<file path="config.mk">
export PLATFORM = sky130hd
export DESIGN_NAME = hash_result_writer_flat
export DESIGN_NICKNAME = d
export VERILOG_FILES = /design/src/rtl/hash_result_writer_if.sv /design/src/rtl/hash_result_writer.sv /design/src/flat_wrapper.sv
export SDC_FILE = /design/constraint.sdc
export NUM_CORES = 1
export LEC_CHECK = 0
export BUFFER_PORTS_ARGS = -buffer_cell sky130_fd_sc_hd__buf_4
export CORE_ASPECT_RATIO = 1.1
export CORE_MARGIN = 2
export CORE_UTILIZATION = 54
export DETAILED_ROUTE_END_ITERATION = 10
export PLACE_DENSITY_LB_ADDON = 0.08
export SETUP_SLACK_MARGIN = 0.05
export SLEW_MARGIN = 20
export SYNTH_ARGS = -nofsm -noshare
export SYNTH_HDL_FRONTEND = slang
export SYNTH_SLANG_ARGS = --single-unit
</file>
<file path="constraint.sdc">
create_clock -name clk -period 4.4 [get_ports clk]
set_input_delay 1.32 -clock clk [delete_from_list [all_inputs] [get_ports clk]]
set_output_delay 1.32 -clock clk [all_outputs]
set_load 0.03 [all_outputs]
</file>
<file path="src/rtl/hash_result_writer_if.sv">
// Bundles the result-writer signals: the batch hand-off from the parallel
// hasher, the memory write port, and the status outputs.
// The master modport is the side that supplies results and consumes writes.
interface hash_result_writer_if #(
    parameter int N = 7
);
    logic        results_valid;
    logic [31:0] answer [0:N];
    logic [15:0] output_addr;
    logic        mem_we;
    logic [15:0] mem_addr;
    logic [31:0] mem_write_data;
    logic        busy;
    logic        done;
    logic        overrun;
    logic [31:0] min_hash;
    logic [7:0]  min_index;

    modport master (
        output results_valid, answer, output_addr,
        input  mem_we, mem_addr, mem_write_data, busy, done, overrun,
        input  min_hash, min_index
    );

    modport slave (
        input  results_valid, answer, output_addr,
        output mem_we, mem_addr, mem_write_data, busy, done, overrun,
        output min_hash, min_index
    );
endinterface

</file>
<file path="src/rtl/hash_result_writer.sv">
// hash_result_writer: captures a batch of N+1 hash words and writes them
// to consecutive memory addresses, one word per cycle, then pulses done.
// A results_valid that arrives while a batch is in flight is dropped and
// flagged on the sticky overrun output.
// Optional feature: define HASH_MIN_TRACK_EN to track the smallest word
// (and its index) of each batch; otherwise min_hash/min_index read as 0.
// All outputs are registered; they are loaded from next-state values so
// that they line up with the state they describe.
module hash_result_writer #(
    parameter int N = 7
) (
    input  logic               clk,
    input  logic               reset_n,
    hash_result_writer_if.slave bus
);

    localparam int             IW       = (N < 2) ? 1 : $clog2(N + 1);
    localparam logic [IW-1:0]  LAST_IDX = IW'(N);
    localparam logic [IW-1:0]  IDX_ONE  = IW'(1);

    typedef enum logic [1:0] {
        IDLE   = 2'd0,
        WRITE  = 2'd1,
        FINISH = 2'd2
    } state_t;

    state_t         state_r;
    state_t         state_nxt_s;
    logic [IW-1:0]  idx_r;
    logic [IW-1:0]  idx_nxt_s;
    logic [15:0]    base_r;
    logic [15:0]    base_nxt_s;
    logic [31:0]    buf_r [0:N];
    logic           capture_s;
    logic           overrun_set_s;
    logic [15:0]    wr_addr_nxt_s;
    logic [31:0]    wr_data_nxt_s;

    logic           mem_we_r;
    logic [15:0]    mem_addr_r;
    logic [31:0]    mem_write_data_r;
    logic           busy_r;
    logic           done_r;
    logic           overrun_r;

    // Next-state, index and capture decisions for the batch FSM.
    always_comb begin
        state_nxt_s   = state_r;
        idx_nxt_s     = idx_r;
        base_nxt_s    = base_r;
        capture_s     = 1'b0;
        overrun_set_s = 1'b0;
        case (state_r)
            IDLE: begin
                if (bus.results_valid) begin
                    capture_s   = 1'b1;
                    state_nxt_s = WRITE;
                    idx_nxt_s   = '0;
                    base_nxt_s  = bus.output_addr;
                end else begin
                    state_nxt_s = IDLE;
                end
            end
            WRITE: begin
                overrun_set_s = bus.results_valid;
                if (idx_r == LAST_IDX) begin
                    state_nxt_s = FINISH;
                end else begin
                    idx_nxt_s = idx_r + IDX_ONE;
                end
            end
            FINISH: begin
                overrun_set_s = bus.results_valid;
                state_nxt_s   = IDLE;
            end
            default: begin
                state_nxt_s = IDLE;
            end
        endcase
    end

    // Address/data for the next cycle; on capture the live inputs are used
    // because the buffer is being loaded on the same edge.
    always_comb begin
        wr_addr_nxt_s = base_nxt_s + 16'(idx_nxt_s);
        if (capture_s) begin
            wr_data_nxt_s = bus.answer[0];
        end else begin
            wr_data_nxt_s = buf_r[idx_nxt_s];
        end
    end

    // FSM state, index, base address and registered outputs.
    always_ff @(posedge clk or negedge reset_n) begin
        if (!reset_n) begin
            state_r          <= IDLE;
            idx_r            <= '0;
            base_r           <= 16'h0000;
            mem_we_r         <= 1'b0;
            mem_addr_r       <= 16'h0000;
            mem_write_data_r <= 32'h0000_0000;
            busy_r           <= 1'b0;
            done_r           <= 1'b0;
            overrun_r        <= 1'b0;
        end else begin
            state_r          <= state_nxt_s;
            idx_r            <= idx_nxt_s;
            base_r           <= base_nxt_s;
            mem_we_r         <= (state_nxt_s == WRITE);
            mem_addr_r       <= wr_addr_nxt_s;
            mem_write_data_r <= wr_data_nxt_s;
            busy_r           <= (state_nxt_s != IDLE);
            done_r           <= (state_nxt_s == FINISH);
            if (capture_s) begin
                overrun_r <= 1'b0;
            end else if (overrun_set_s) begin
                overrun_r <= 1'b1;
            end else begin
                overrun_r <= overrun_r;
            end
        end
    end

    // Answer buffer: loaded once per accepted batch, held until the next one.
    always_ff @(posedge clk or negedge reset_n) begin
        if (!reset_n) begin
            for (int i = 0; i <= N; i++) begin
                buf_r[i] <= 32'h0000_0000;
            end
        end else if (capture_s) begin
            for (int i = 0; i <= N; i++) begin
                buf_r[i] <= bus.answer[i];
            end
        end
    end

    assign bus.mem_we         = mem_we_r;
    assign bus.mem_addr       = mem_addr_r;
    assign bus.mem_write_data = mem_write_data_r;
    assign bus.busy           = busy_r;
    assign bus.done           = done_r;
    assign bus.overrun        = overrun_r;

`ifdef HASH_MIN_TRACK_EN
    logic [31:0] run_min_r;
    logic [7:0]  run_idx_r;
    logic [31:0] min_hash_r;
    logic [7:0]  min_index_r;
    logic        cand_take_s;
    logic [31:0] cand_min_s;
    logic [7:0]  cand_idx_s;

    // Running minimum including the word being written this cycle; strict
    // less-than keeps the earlier index on ties.
    always_comb begin
        cand_take_s = (idx_r == '0) || (buf_r[idx_r] < run_min_r);
        if (cand_take_s) begin
            cand_min_s = buf_r[idx_r];
            cand_idx_s = 8'(idx_r);
        end else begin
            cand_min_s = run_min_r;
            cand_idx_s = run_idx_r;
        end
    end

    // Track the minimum while writing; publish it on the last write so it
    // is valid from the done cycle onwards.
    always_ff @(posedge clk or negedge reset_n) begin
        if (!reset_n) begin
            run_min_r   <= 32'h0000_0000;
            run_idx_r   <= 8'h00;
            min_hash_r  <= 32'h0000_0000;
            min_index_r <= 8'h00;
        end else if (state_r == WRITE) begin
            run_min_r <= cand_min_s;
            run_idx_r <= cand_idx_s;
            if (idx_r == LAST_IDX) begin
                min_hash_r  <= cand_min_s;
                min_index_r <= cand_idx_s;
            end
        end
    end

    assign bus.min_hash  = min_hash_r;
    assign bus.min_index = min_index_r;
`else
    assign bus.min_hash  = 32'h0000_0000;
    assign bus.min_index = 8'h00;
`endif

endmodule

</file>
<file path="src/flat_wrapper.sv">
// flat-port wrapper written by rule: the top's interface ports become plain ports
module hash_result_writer_flat 
#(
    parameter int N = 7
)
  (clk, reset_n, bus_results_valid, bus_answer, bus_output_addr, bus_mem_we, bus_mem_addr, bus_mem_write_data, bus_busy, bus_done, bus_overrun, bus_min_hash, bus_min_index);
  hash_result_writer_if #(.N(N)) bus_i ();
  input  logic clk;
  input  logic reset_n;
  input wire logic [$bits(bus_i.results_valid)-1:0] bus_results_valid;
  input wire logic [$bits(bus_i.answer)-1:0] bus_answer;
  input wire logic [$bits(bus_i.output_addr)-1:0] bus_output_addr;
  output wire logic [$bits(bus_i.mem_we)-1:0] bus_mem_we;
  output wire logic [$bits(bus_i.mem_addr)-1:0] bus_mem_addr;
  output wire logic [$bits(bus_i.mem_write_data)-1:0] bus_mem_write_data;
  output wire logic [$bits(bus_i.busy)-1:0] bus_busy;
  output wire logic [$bits(bus_i.done)-1:0] bus_done;
  output wire logic [$bits(bus_i.overrun)-1:0] bus_overrun;
  output wire logic [$bits(bus_i.min_hash)-1:0] bus_min_hash;
  output wire logic [$bits(bus_i.min_index)-1:0] bus_min_index;
  assign bus_i.results_valid = bus_results_valid;
  assign bus_i.answer = {>>{bus_answer}};
  assign bus_i.output_addr = bus_output_addr;
  assign bus_mem_we = bus_i.mem_we;
  assign bus_mem_addr = bus_i.mem_addr;
  assign bus_mem_write_data = bus_i.mem_write_data;
  assign bus_busy = bus_i.busy;
  assign bus_done = bus_i.done;
  assign bus_overrun = bus_i.overrun;
  assign bus_min_hash = bus_i.min_hash;
  assign bus_min_index = bus_i.min_index;
  hash_result_writer #(.N(N)) u_core (.clk(clk), .reset_n(reset_n), .bus(bus_i));
endmodule
</file>
==> metrics <==
core area=26900 um^2; RD Place Congestion=slightly below 0.9; crit path launch type=primary input; Top Layer Used=met4; Synth Area per Inst=8.40 um^2; initial cell density of the core=0.548; P_leak=0.00987 uW; Max-slew headroom=0.306; Placed Cells=2349; reg-to-reg slack, setup=roughly 1100 ps; first-pass GRT wire length=around 64 mm; H-tree Lvls=2; max-slew violations=0; Slew @ Worst Pin=1040 ps; fin crit share=0.765; Tightest Hold Check Type=flip-flop to flip-flop; CP Class=primary input to flip-flop; post-CTS setup buffer count=0; Setup WS pre-CTS=508 ps; row cnt=63; clock slew seen by the registers of the worst setup and hold paths=~60 ps; Pwr Density=between 800 and 900 nW/um^2; r2r endpoint=u_core.bus.mem_addr[12]$_DFF_PN0_; largest net degree at the start of global routing=around 230; clk root buf=clkbuf_16; vias per inst=5.22; nets@finish=2313; PortBufs=326; # setup viols final=0; Netlist Area Pre-Place=14700 um^2; number of max-cap violations=0; status=completed; layout cell share with drive strength beyond 1=0.200; Synth warnings=0; asr flop ratio synth=1.00; Final Skew=between 10 and 15 ps; Crit. End Element=flip-flop; CTS Hold Buffers Added=0; hold slack=472 ps; Die Area=28600 um^2; RSZ-0062 raised after global routing=false; area grow syn2layout=25.3%; Area contributors post-synth=dfrtp_1 (56%), nand2_1 (25%), mux2i_1 (2.6%); num ports=approximately 370; detailed router's first-iteration violation count=1142; vias in the first global route=12100; post_cts resized=0; Pint=8740 uW; WP data arrival=3750 ps; fin worst setup slack=1030 ps; Post-Route M1 WL=18.1 mm; Peak VDD IR=0.000652 V; CTS buffer count=36; Avg WL per Cell=between 15 and 20 um; Synth Instances=1755; CTS tree=done; top cell type's share of synthesized area=0.559; Seq pwr share=0.358; die width=162 um; DP HPWL=26.7 mm; metal3 WL=2.85 mm; clock share of power=0.194; Seq/Total Area, Yosys=0.559; remaining global-route overflow=0; worst-case clock buffer depth=3; synthesized flop and latch total=329; crit path max fanout=56; worst r2r src=u_core.state_r[0]$_DFF_PN0_; fmax=between 200 and 300 MHz; CTS sink cnt=between 300 and 400; Cell Count, Final, Fillers Out=2414; DRT Wirelength=40.9 mm; post-route ant nets=0; prevailing post-synth register cell=dfrtp_1; Fin. Hold Viols=0; Net Sw Frac=0.420; Tot GR Track Use=0.284; setup TNS=0 ps; R2R depth=12; WP data required=4790 ps; Net Switching=6320 uW; post-synth top area cell=dfrtp_1; CP startpoint=bus_results_valid; met2 WL post-DR=18.6 mm; DRC viols=0; synth unique cells=39; Final min period=3370 ps; Comb pwr share=0.448; worst setup path endpoint=u_core.bus.mem_addr[12]$_DFF_PN0_; vias=12600; initial antenna violation count=2; die height=roughly 180 um; DR pass1 iterations=5; Post-synth EDFFs=0; later-pin clock latency in the skew report=510 ps
worst max-delay path, cell delays in order:
cell and delay, ps:
buf_4 130, and2_4 390, buf_4 520, nand2_1 120, nand2_1 100, ha_1 260
nor2b_1 150, o211ai_1 340, or2_2 190, nor2_1 40, xor2_1 150
worst min-delay path by stage:
stage                                               end                           from  cells past startpoint
after floorplan           u_core.buf_r[190]$_DFFE_PN0P_  u_core.buf_r[190]$_DFFE_PN0P_                      2
after global placement    u_core.buf_r[248]$_DFFE_PN0P_  u_core.buf_r[248]$_DFFE_PN0P_                      2
after detailed placement  u_core.buf_r[155]$_DFFE_PN0P_  u_core.buf_r[155]$_DFFE_PN0P_                      2
after CTS                 u_core.buf_r[241]$_DFFE_PN0P_  u_core.buf_r[241]$_DFFE_PN0P_                      2
after global routing       u_core.buf_r[49]$_DFFE_PN0P_   u_core.buf_r[49]$_DFFE_PN0P_                      2
final                     u_core.buf_r[217]$_DFFE_PN0P_  u_core.buf_r[217]$_DFFE_PN0P_                      2
placed cells by master, fill, tap and decap left out, types with 2 or more instances in the layout:
cell type / synthesis / final
clkbuf_16: 0 / 37
nand2_1: 998 / 997
buf_12: 0 / 6
ha_1: 6 / 6
dfrtp_1: 329 / 329
a32o_1: 32 / 32
nand3_1: 69 / 69
clkbuf_8: 0 / 8
buf_4: 43 / 335
clkinv_2: 0 / 9
nand2b_1: 3 / 3
mux2_2: 2 / 2
nand4_1: 3 / 3
nor2b_1: 2 / 2
a21oi_1: 35 / 35
o21ai_0: 6 / 6
inv_1: 13 / 13
diode_2: 0 / 2
xor2_1: 4 / 4
o31ai_1: 32 / 32
conb_1: 1 / 40
xnor2_1: 10 / 10
mux2i_1: 38 / 38
nor2_1: 8 / 8
clkbuf_1: 64 / 6
synthesized netlist by cell type, types with 3 or more instances:
master	instances
nand4_1	3
inv_1	13
a21oi_1	35
clkbuf_1	64
dfrtp_1	329
a32o_1	32
nand3_1	69
xor2_1	4
mux2i_1	38
buf_2	36
o31ai_1	32
nor2_1	8
xnor2_1	10
nand2b_1	3
buf_4	43
nand2_1	998
o21ai_0	6
ha_1	6
cell families (layout without fill, tap and decap cells):
logic type / after synthesis / after routing / share of synthesized area
AOI/OAI and AO/OA: 115 / 115 / 0.0584
xor gates and xnor gates: 14 / 14 / 0.00832
adders and majority gates: 7 / 7 / 0.00645
buffers and inverters: 159 / 420 / 0.0545
DFF: 329 / 329 / 0.559
muxes: 40 / 40 / 0.0273
other: 1 / 42 / 0.000254
and+or+nand+nor: 1090 / 1090 / 0.286
metrics by stage:
stage | area, um^2 | total power, uW | utilization
after floorplan | 14900 | 9930 | -
after global placement | 17300 | 11900 | 0.643
after detailed placement | 17300 | 12000 | 0.643
after CTS | 18400 | 15000 | 0.686
after global routing | 18500 | 16100 | 0.687
final | 18500 | 15100 | 0.687
routing by layer:
metal,track usage,vias to the layer above
li1,-,6018
met3,0.0452,82
met4,0.0964,0
met1,0.421,5985
met5,0,-
met2,0.429,509
flip-flops by register name (all words and copies together) (netlist names):
register,count
u_core.buf_r,256
u_core.bus.mem_write_data,32
u_core.base_r,16
u_core.bus.mem_addr,16
u_core.idx_r,3
u_core.state_r,2
u_core.bus.busy,1
u_core.bus.done,1
u_core.bus.mem_we,1
u_core.bus.overrun,1
power by group through the flow:
| stage | clock (uW) | combinational (uW) | sequential [uW] |
|---|---|---|---|
| floorplan | 0 | 4250 | 5670 |
| global placement | 0 | 6510 | 5360 |
| detailed placement | 0 | 6650 | 5400 |
| CTS | 2950 | 6700 | 5370 |
| global route | 3090 | 7440 | 5560 |
| finish | 2920 | 6750 | 5390 |
layout make-up:
class	count	area [um^2]
Sequential cell	329	8230
Fill cell	2210	8420
Tap cell	357	447
Timing Repair Buffer	343	2680
Clock buffer	51	1060
Clock inverter	11	82.6
Inverter	15	58.8
Antenna cell	2	5.00
Multi-Input combinational cell	1306	5900
(Power assumes the default switching activity.)
